**config.mk**
```make
export PLATFORM = sky130hd
export DESIGN_NAME = wb_port_arbiter
export DESIGN_NICKNAME = d
export VERILOG_FILES = /design/src/rtl/wb_port_arbiter.sv
export SDC_FILE = /design/constraint.sdc
export NUM_CORES = 1
export LEC_CHECK = 0
export CAP_MARGIN = 20
export CORE_MARGIN = 2
export CORE_UTILIZATION = 45
export CTS_BUF_LIST = sky130_fd_sc_hd__clkbuf_4 sky130_fd_sc_hd__clkbuf_8
export DETAILED_ROUTE_END_ITERATION = 12
export DONT_BUFFER_PORTS = 1
export PLACE_DENSITY_LB_ADDON = 0.05
export SYNTH_ARGS = -nofsm -noshare
export SYNTH_HDL_FRONTEND = slang
export SYNTH_SLANG_ARGS = --single-unit
```
**constraint.sdc**
```tcl
create_clock -name clk -period 3.08 [get_ports clk]
set_input_delay 0.308 -clock clk [delete_from_list [all_inputs] [get_ports clk]]
set_output_delay 0.308 -clock clk [all_outputs]
set_load 0.01 [all_outputs]
```
**src/rtl/wb_port_arbiter.sv**
```systemverilog
// Writeback port arbiter: merges ALU results and load returns onto the single
// register-file write port, tracks pending loads and bypasses the in-flight write.
module wb_port_arbiter #(
  parameter int unsigned MAX_PEND = 4
) (
  input  logic        clk,
  input  logic        rst_n,
  input  logic        alu_valid,
  input  logic [4:0]  alu_rd,
  input  logic [31:0] alu_data,
  input  logic        mem_valid,
  output logic        mem_ready,
  input  logic [4:0]  mem_rd,
  input  logic [31:0] mem_data,
  input  logic        iss_valid,
  input  logic [4:0]  iss_rd,
  output logic        iss_stall,
  input  logic [4:0]  rs1,
  input  logic [4:0]  rs2,
  output logic        hz1,
  output logic        hz2,
  output logic        byp1_valid,
  output logic        byp2_valid,
  output logic [31:0] byp1_data,
  output logic [31:0] byp2_data,
  output logic        w_en,
  output logic [4:0]  w_addr,
  output logic [31:0] w_data,
  output logic [4:0]  pend_cnt,
  output logic        err
);

  logic [31:0] busy_q, busy_d;
  logic [4:0]  pend_q, pend_d;
  logic        w_en_q, w_en_d;
  logic [4:0]  w_addr_q, w_addr_d;
  logic [31:0] w_data_q, w_data_d;
  logic        err_q, err_d;

  logic mem_acc;
  logic iss_acc;
  logic full;
  logic ret_same;
  logic dec_ok;

  assign mem_ready = !alu_valid;
  assign mem_acc   = mem_valid && !alu_valid;
  assign full      = (pend_q == 5'(MAX_PEND));
  // A same-cycle return to the issuing register frees it, so no WAW stall.
  assign ret_same  = mem_acc && (mem_rd == iss_rd);
  assign iss_stall = full || ((iss_rd != '0) && busy_q[iss_rd] && !ret_same);
  assign iss_acc   = iss_valid && !iss_stall;
  assign dec_ok    = mem_acc && (pend_q != '0);

  assign hz1        = busy_q[rs1];
  assign hz2        = busy_q[rs2];
  assign byp1_valid = w_en_q && (w_addr_q == rs1) && (rs1 != '0);
  assign byp2_valid = w_en_q && (w_addr_q == rs2) && (rs2 != '0);
  assign byp1_data  = w_data_q;
  assign byp2_data  = w_data_q;

  assign w_en     = w_en_q;
  assign w_addr   = w_addr_q;
  assign w_data   = w_data_q;
  assign pend_cnt = pend_q;
  assign err      = err_q;

  always_comb begin
    busy_d = busy_q;
    if (mem_acc) busy_d[mem_rd] = 1'b0;
    if (iss_acc && (iss_rd != '0)) busy_d[iss_rd] = 1'b1;
    busy_d[0] = 1'b0;

    pend_d = pend_q;
    if (iss_acc && !dec_ok)      pend_d = pend_q + 5'd1;
    else if (!iss_acc && dec_ok) pend_d = pend_q - 5'd1;

    err_d = err_q || (mem_acc && ((pend_q == '0) ||
                                  ((mem_rd != '0) && !busy_q[mem_rd])));

    w_en_d   = 1'b0;
    w_addr_d = w_addr_q;
    w_data_d = w_data_q;
    if (alu_valid) begin
      w_en_d   = (alu_rd != '0);
      w_addr_d = alu_rd;
      w_data_d = alu_data;
    end else if (mem_acc) begin
      w_en_d   = (mem_rd != '0);
      w_addr_d = mem_rd;
      w_data_d = mem_data;
    end
  end

  always_ff @(posedge clk or negedge rst_n) begin
    if (!rst_n) begin
      busy_q   <= '0;
      pend_q   <= '0;
      w_en_q   <= 1'b0;
      w_addr_q <= '0;
      w_data_q <= '0;
      err_q    <= 1'b0;
    end else begin
      busy_q   <= busy_d;
      pend_q   <= pend_d;
      w_en_q   <= w_en_d;
      w_addr_q <= w_addr_d;
      w_data_q <= w_data_d;
      err_q    <= err_d;
    end
  end

endmodule

```
* Word level (Yosys, flattened, before mapping)
Cells that the tools add are included.
Cells by class: order comparisons 6, mux-type cells 22, bitwise operators 3, reductions and logical operators 35, eq/ne operators 4, add/sub/neg operators 2
Operators with widths (count):
- 32-bit 2-to-1 mux | 4
- 32-bit AND | 1
- 32-bit NOT | 1
- 32-bit OR | 1
- 5-bit nonzero test | 6
- 5-bit by 6-bit < comparator with 1-bit output, second input constant | 4
- 1-bit binary-select mux with 5-bit select | 4
- 5-bit 2-to-1 mux | 4
- 1-bit logical AND | 17
- 5-bit equality test | 3
- 1-bit demux with 5-bit select | 2
- 5-bit by 1-bit greater-or-equal comparator with 1-bit output, second input constant | 2
- 1-bit 2-to-1 mux | 8
- 1-bit zero test | 6
- 5-bit by 1-bit adder with 5-bit output, second input constant | 1
- 5-bit by 3-bit equality test with 1-bit output, second input constant | 1
- 5-bit zero test | 1
- 5-bit by 1-bit subtractor with 5-bit output, second input constant | 1
- 2-bit nonzero test | 2
- 1-bit logical OR | 3
Storage, ports and cells: word-level logic and storage cells 78, flip-flop bits (word level) 75, bits of input ports 94, output and inout bits 114

* Logic depth before layout (Yosys ltp)
Gate-level depths: netlist (run 1).
word-level depth 12, mapped depth 16, depth with buffers taken out 13

* Least setup slack after synthesis (run 1)
OpenSTA, ideal clock, no wires.
path kind input port to flip-flop, start input port iss_rd[4], end register pend_q[4], in the netlist pend_cnt[4], arrival 3076 ps, setup time 79 ps, cell stages on the path 14, path slack -75 ps, path buffers 1, data required time 3001 ps, path through or3b_2 > clkbuf_1 > o22ai_1 > o21ai_2 > a31oi_4 > nor2_1 > ha_1 > inv_1 > ha_1 > nor2b_1 > o21a_1 > or3_1 > a21oi_1 > xor2_1
On the way: cells in the longest elaborated chain, start to end 10, elaborated cells between the ends (all ways) 16, those cells by class eq/ne: 1; mux: 3; reduce/logical: 12
Ends and longest elaborated chain:
- start, declared | line 16 | input logic [4:0] iss_rd,
- 1-bit binary-select mux with 5-bit select / 5-bit equality test (equally long branches) | line 51, 50
- 1-bit 2-to-1 mux (implied by the code) / 1-bit logical AND (equally long branches) | line 51, 50
- 1-bit logical AND / 1-bit zero test (equally long branches) | line 51 | assign iss_stall = full || ((iss_rd != '0) && busy_q[iss_rd] && !ret_same);
- 1-bit logical AND (*) | line 51
- 1-bit logical OR (*) | line 51
- 1-bit zero test (*) | line 52 | assign iss_acc = iss_valid && !iss_stall;
- 1-bit logical AND (*) | line 52
- 1-bit zero test | line 76 | else if (!iss_acc && dec_ok) pend_d = pend_q - 5'd1;
- 1-bit logical AND | line 76
- 2-bit nonzero test (no line)
- end signal, assigned | line 105 | pend_q <= pend_d;
- end, declared | line 34 | logic [4:0] pend_q, pend_d;
Every way passes the cells marked *; elsewhere a longest branch is shown, timed or not. The select of a mux whose other input is x is not followed. A chain may end at the register's enable or synchronous reset.

* Worst setup path after layout (run 1)
start register busy_q[26], end register pend_q[4], in the netlist pend_cnt[4]
On the way: cells in the longest elaborated chain, start to end 10, elaborated cells between the ends (all ways) 12, those cells by class mux: 3; reduce/logical: 9
Ends and longest elaborated chain:
- start, declared | line 33 | logic [31:0] busy_q, busy_d;
- start signal, assigned | line 104 | busy_q <= busy_d;
- 1-bit binary-select mux with 5-bit select (*) | line 51
- 1-bit 2-to-1 mux (implied by the code) (*) | line 51
- 1-bit logical AND (*) (2 in series) | line 51
- 1-bit logical OR (*) | line 51
- 1-bit zero test (*) | line 52
- 1-bit logical AND (*) | line 52
- 1-bit zero test | line 76
- 1-bit logical AND | line 76
- 2-bit nonzero test (no line)
Marks and branches as above.

==> flow_metrics.py, run 1 <==
metrics = {
    "placed_design": {
        "hpwl_mm": 11.1,
        "dp_slack_ps": 81.9,
        "io_buffers": 0,
        "gp_congestion": 0.854,
        "dp_cells": 608,
    },
    "status": {
        "status": "complete, no violations",
    },
    "clock_tree": {
        "cts.sinks": 75,
        "clockBufferDepth": 2,
        "htree_levels": 3,
        "clockRootBuffer": "clkbuf_8",
        "numCtsBuffers": 9,
        "clk_pin_slew_ps": 80,
        "clock_latency_ps": 360,
        "cts_tree": "built",
    },
    "die": {
        "pin_count": 208,
        "die_w_um": 114,
        "die_h_um": 114,
        "start_util_pct": 45.6,
        "rows": 40,
        "core_area_um2": 11900,
        "die_area_um2": 13000,
    },
    "synth": {
        "synth_top_area_share_pct": 34.6,
        "synth_area_um2": 5430,
        "synth_top_area_cell": "dfrtp_1",
        "synth-adder-area-share_pct": 1.29,
        "synth_top_family_by_area": "multiplexers",
        "yosysUniqueCellTypes": 53,
        "synth_xor_area_share_pct": 2.74,
        "ys_warn_count": 0,
        "async_flop_share_pct": 100,
        "synthMuxAreaShare_pct": 21.5,
        "synth_compound_area_share_pct": 15.6,
        "ys_seq_area_share_pct": 34.6,
        "syn_nets": 646,
        "synthSimpleGateAreaFrac_pct": 11.8,
        "synthFlopType": "dfrtp_1",
        "synth.avg_cell_area_um2": 9.93,
        "synth.area.top_cells": "dfrtp_1, mux4_2, buf_4",
        "netlist_instances": 547,
        "synth_seq_cells": 75,
        "synth_edf_count": 0,
    },
    "setup_path": {
        "path_class": "flop to flop",
        "cp_data_arrival_time_ps": 3310,
        "cp-end-kind": "flop",
        "startpoint_type": "flop",
        "cp_max_fo": 4,
        "cp.required_ps": 3360,
        "r2r_cells": 13,
        "r2r_slack_ps": 50,
    },
    "drt": {
        "drc": 0,
        "totalWireLength_mm": 16.2,
        "vias": 4103,
        "first_pass_iters": 5,
        "vias_per_cell": 6.53,
        "detail-route-antenna-nets": 0,
        "wl_per_cell_um": 25.8,
        "drtIter0Drc": 364,
    },
    "timing": {
        "setup_ws_ps": 51.1,
        "drv_slew": 0,
        "clock.fmax_ghz": 0.330,
        "post-route-period-util_pct": 98.3,
        "finalCriticalPeriod_ps": 3030,
        "finalSetupViolCount": 0,
        "worst_slew_margin_rel_pct": 62.5,
        "hold_violations": 0,
        "fin_skew_ps": 5.35,
        "rsz0062_at_grt": "yes",
        "worst_pin_slew_ps": 562,
    },
    "global_route": {
        "grt_max_degree": 78,
        "gr-total-overflow": 0,
        "antenna_found_initial": 0,
        "grt_pass1_wl_mm": 23.3,
        "grt_pass1_vias": 3922,
        "grt_util_all_layers_pct": 24.4,
    },
    "power_and_ir_drop": {
        "p_per_area_nw_per_um2": 629,
        "p_seq_share_pct": 43.4,
        "p_total_mw": 3.40,
        "peakVddDrop_mv": 0.337,
        "power.net_switching_mw": 1.19,
        "p_sw_share_pct": 34.9,
        "total_leakage_power_nw": 2.18,
        "power_frac_comb_pct": 30.7,
        "pwr-share-clk_pct": 25.9,
        "intPower_mw": 2.21,
    },
    "hold_path": {
        "whs_path_depth": 1,
        "hp-class": "input port to flop",
    },
    "flow_run": {
        "cap_violations": 0,
    },
    "finish": {
        "fin_nets": 575,
        "drive_gt1_share_pct": 18.1,
        "final_cell_count_no_fill": 628,
        "diodes": 0,
        "syn_to_final_growth_pct": -0.576,
    },
}
## flip-flops by register name (all words and copies together), names as in the netlist
register and cells:
pend_cnt 5, err 1, w_addr 5, w_en 1, byp1_data 32, busy_q 31
## power groups by stage
stage / clock (mW) / sequential (mW) / combinational (mW)
after global placement: 0 / 1.48 / 0.971
after floorplan: 0 / 1.40 / 0.906
after global routing: 0.950 / 1.51 / 1.14
after CTS: 0.909 / 1.47 / 1.01
final: 0.880 / 1.47 / 1.04
after detailed placement: 0 / 1.49 / 0.972
## what timing repair did
action | in CTS | in global routing
setup endpoints to repair | 0 | 1
resized for setup | 0 | 5
hold buffers | 2 | 0
buffers inserted | 0 | 2
endpoints found under the hold margin | 75 | 0
## routing by layer
layer | share of wire, % | vias to the layer above | global-route usage, %
met2 | 46 | 252 | 37.1
met4 | 2.8 | 0 | 11.2
met1 | 41 | 2019 | 32.4
li1 | - | 1795 | -
met5 | 0 | - | 0
met3 | 10 | 37 | 7.17
## cell type report
type                       instances  area, um2
fill                            1148       6510
multi-input combinational        362       2910
sequential                        75       1880
tap                              147        184
timing repair buffer              20        173
clock buffer                      10        138
clock inverter                     6       88.8
inverter                           8       30.0
## synth_stat cells (5+ instances only)
cell type   n
o21ai_0    78
buf_2       7
o31ai_1    15
nand2_1    63
dfrtp_1    75
xor2_1     13
mux2i_1    45
nand3_1     8
mux2_2      8
buf_4      65
o311ai_0    5
inv_1       8
nand3b_1    8
o41ai_1     9
clkbuf_1   24
nand2b_1    6
nor4_1      6
mux4_2     26
nor2_1     11
## worst paths after layout
check                                     startpoint                 endpoint
worst max register to register  busy_q[26]$_DFF_PN0_  pend_cnt[4]$_DFFE_PN0P_
worst min register to register         err$_DFF_PN0_            err$_DFF_PN0_
worst min-delay path                       iss_rd[1]     busy_q[24]$_DFF_PN0_
max in group asynchronous                      rst_n      busy_q[6]$_DFF_PN0_
min in group asynchronous                      rst_n     busy_q[24]$_DFF_PN0_
worst max-delay path            busy_q[26]$_DFF_PN0_  pend_cnt[4]$_DFFE_PN0P_
## kinds of logic (layout without fill, tap and decap cells)
kind of cell               after synthesis  in the layout
muxes                                   81             81
adders and majority gates                5              5
and+or+nand+nor                        129            129
DFF                                     75             75
xor gates and xnor gates                17             17
AOI/OAI and AO/OA                      130            130
buffers and inverters                  110             44
## placed cells by master, fill, tap and decap left out, drive strengths merged, types with 10 or more instances in the layout
master,n
mux2i,45
nor2,11
clkbuf,10
o31ai,15
dfrtp,75
buf,19
nand2,63
o21ai,80
xor2,13
mux4,27
## critical path: stages (launching register included)
cell and delay (ps):
dfrtp_1 420, mux2_4 280, a222oi_1 350, a22o_2 260
a31oi_4 100, nor2_2 130, ha_2 200, buf_4 120
fa_2 210, nor2b_1 50, o21a_1 170, or3_1 360
a21oi_2 140, xor2_1 170
## through the flow
stage               utilization, %  instance area (um2)  hold WS [ps]  setup TNS (ps)
global placement              42.7                 5090          15.7               0
detailed placement            42.7                 5090          15.6               0
finish                        45.3                 5400          43.1               0
floorplan                        -                 5440          12.4               0
global route                  45.3                 5400          22.2           -71.2
CTS                           44.9                 5350          22.6               0
Note: power is estimated with default switching activity, not from simulation.
==> run 2, diff against run 1 <==
--- a/config.mk
+++ b/config.mk
@@ -7,7 +7,7 @@
 export LEC_CHECK = 0
 export CAP_MARGIN = 20
 export CORE_MARGIN = 2
-export CORE_UTILIZATION = 45
+export CORE_UTILIZATION = 40
 export CTS_BUF_LIST = sky130_fd_sc_hd__clkbuf_4 sky130_fd_sc_hd__clkbuf_8
 export DETAILED_ROUTE_END_ITERATION = 12
 export DONT_BUFFER_PORTS = 1
==> constraint.sdc (replaced) <==
create_clock -name clk -period 3.88 [get_ports clk]
set_input_delay 0.776 -clock clk [delete_from_list [all_inputs] [get_ports clk]]
set_output_delay 0.776 -clock clk [all_outputs]
set_load 0.01 [all_outputs]
==> flow_metrics.py, run 2 (synthesized netlist as in run 1, its figures left out) <==
metrics = {
    "setup_path": {
        "cp_max_fo": 16,
        "cp_data_arrival_time_ps": 3570,
        "crit_chain": "or3b_2 > o22ai_1 > o21ai_2 > a31oi_4 > nor2_1 > ha_1 > inv_1 > ha_1 > nor2b_1 > o21a_1 > or3_1 > a21oi_1 > xor2_1",
        "reg2reg_from": "busy_q[26]$_DFF_PN0_",
        "r2r_slack_ps": 660,
        "startpoint_type": "input port",
        "path_class": "input port to flop",
        "critPathMostFrequentCell": "ha_1",
        "cp_slowest_stage_delay_ps": 520,
        "cp.required_ps": 4180,
        "r2r_cells": 13,
        "crit_slowest_cell": "or3b_2",
        "cp-end-kind": "flop",
        "r2r-end": "pend_cnt[4]$_DFFE_PN0P_",
    },
    "flow_run": {
        "cap_violations": 0,
    },
    "finish": {
        "num-fill-cells": 1336,
        "fin_nets": 559,
        "ff_latch_area_um2": 1880,
        "syn_to_final_growth_pct": -2.44,
        "final_cell_mix": "o21ai_0, dfrtp_1, nand2_1",
        "finalInstanceArea_um2": 5300,
        "layout_commonest_cell": "o21ai_0",
        "multiInputGateArea_um2": 2870,
        "diodes": 0,
        "drive_gt1_share_pct": 14.0,
        "largest_register_ffs": 32,
    },
    "timing": {
        "drv_slew": 0,
        "rsz0062_at_grt": "no",
        "hold_violations": 0,
        "fin_skew_ps": 8.83,
        "worst_hold_slack_ps": 90.3,
        "clock.fmax_ghz": 0.306,
        "post-route-period-util_pct": 84.2,
        "setup_tns_ps": 0,
        "finalCriticalPeriod_ps": 3270,
        "finalSetupViolCount": 0,
        "setup_ws_ps": 614,
        "worst_slew_margin_rel_pct": 30.5,
        "worst_pin_slew_ps": 1040,
    },
    "die": {
        "pin_count": 208,
        "die_h_um": 121,
        "rows": 42,
        "die_area_um2": 14500,
        "start_util_pct": 41.0,
        "die_w_um": 121,
        "core_area_um2": 13200,
    },
    "clock_tree": {
        "htree_levels": 3,
        "postCtsResizedCells": 0,
        "clockRootBuffer": "clkbuf_8",
        "clk_pin_slew_ps": 90,
        "cts.sinks": 75,
        "postCtsHoldBufs": 0,
        "clock_latency_ps": 370,
        "cts_tree": "built",
        "numCtsBuffers": 9,
        "postCtsSetupRepairBufs": 0,
        "clockBufferDepth": 2,
    },
    "global_route": {
        "gr-total-overflow": 0,
        "grt_max_degree": 78,
        "antenna_found_initial": 0,
        "grt_util_all_layers_pct": 22.5,
        "grt_pass1_wl_mm": 24.1,
        "grt_pass1_vias": 3947,
    },
    "drt": {
        "detail-route-antenna-nets": 0,
        "first_pass_iters": 5,
        "vias": 3999,
        "totalWireLength_mm": 16.2,
        "drc": 0,
        "vias_per_cell": 6.24,
        "drtIter0Drc": 404,
        "wl_per_cell_um": 25.3,
    },
    "power_and_ir_drop": {
        "pwr-share-clk_pct": 30.0,
        "power.net_switching_uw": 930,
        "p_sw_share_pct": 34.0,
        "intPower_mw": 1.80,
        "peakVddDrop_mv": 0.173,
        "p_seq_share_pct": 45.9,
        "p_per_area_nw_per_um2": 516,
        "total_leakage_power_nw": 2.12,
        "power_frac_comb_pct": 24.1,
    },
    "placed_design": {
        "dpl-instance-area_um2": 5030,
        "dp_slack_ps": 242,
        "gp_congestion": 0.847,
        "hpwl_mm": 11.6,
        "io_buffers": 0,
    },
    "status": {
        "status": "complete, no violations",
    },
    "hold_path": {
        "hp-class": "input port to asynchronous set/reset pin",
    },
}
[run 2: cell types whose count changed in the layout (fill, tap and decap cells not counted), sizes merged]
| cell | before | now |
|---|---|---|
| inv | 8 | 9 |
| bufinv | 2 | 4 |
| buf | 19 | 4 |
| dlygate4sd3 | 1 | 0 |
| clkinvlp | 2 | 1 |
| clkinv | 2 | 0 |
[run 2: power groups by stage]
stage / sequential (mW) / clock (mW) / combinational (mW)
after global placement: 1.28 / 0 / 0.650
after floorplan: 1.11 / 0 / 0.715
after CTS: 1.25 / 0.850 / 0.663
after global routing: 1.28 / 0.883 / 0.735
after detailed placement: 1.27 / 0 / 0.659
final: 1.26 / 0.820 / 0.658
[run 2: worst max path at each step]
stage | to | slack (ps) | from
floorplan | pend_cnt[4]$_DFFE_PN0P_ | 260 | iss_rd[4]
global placement | pend_cnt[4]$_DFFE_PN0P_ | 280 | iss_rd[4]
detailed placement | pend_cnt[4]$_DFFE_PN0P_ | 240 | iss_rd[4]
CTS | pend_cnt[4]$_DFFE_PN0P_ | 640 | iss_rd[4]
global route | pend_cnt[4]$_DFFE_PN0P_ | 470 | iss_rd[4]
finish | pend_cnt[4]$_DFFE_PN0P_ | 610 | iss_rd[4]
[run 2: final cells by class]
type / count / share of cell area, %
Sequential cell: 75 / 35.4
Inverter: 8 / 0.567
Timing Repair Buffer: 4 / 0.567
Clock buffer: 10 / 2.48
Multi-Input combinational cell: 362 / 54.2
Tap cell: 176 / 4.16
Clock inverter: 6 / 2.57
[run 2: layer usage]
layer	up-vias	GRT usage, %	wire (um)
li1	1769	-	-
met1	1964	28.4	6530
met2	229	36.3	7700
met3	37	5.80	1490
met4	0	9.96	480
met5	-	0	0
[run 2: per-stage QoR]
stage	utilization [%]	total power, mW	std cells
after floorplan	-	1.83	547
after global placement	38.0	1.93	625
after detailed placement	38.0	1.93	625
after CTS	40.0	2.77	641
after global routing	40.0	2.90	641
final	40.0	2.73	641
[run 2: critical path, delay by kind of cell]
family          cells  cell delay [ps]
compound gates      5              980
xor+xnor            1              150
fa+ha+maj           2              510
buf+inv             1              110
simple gates        4             1030
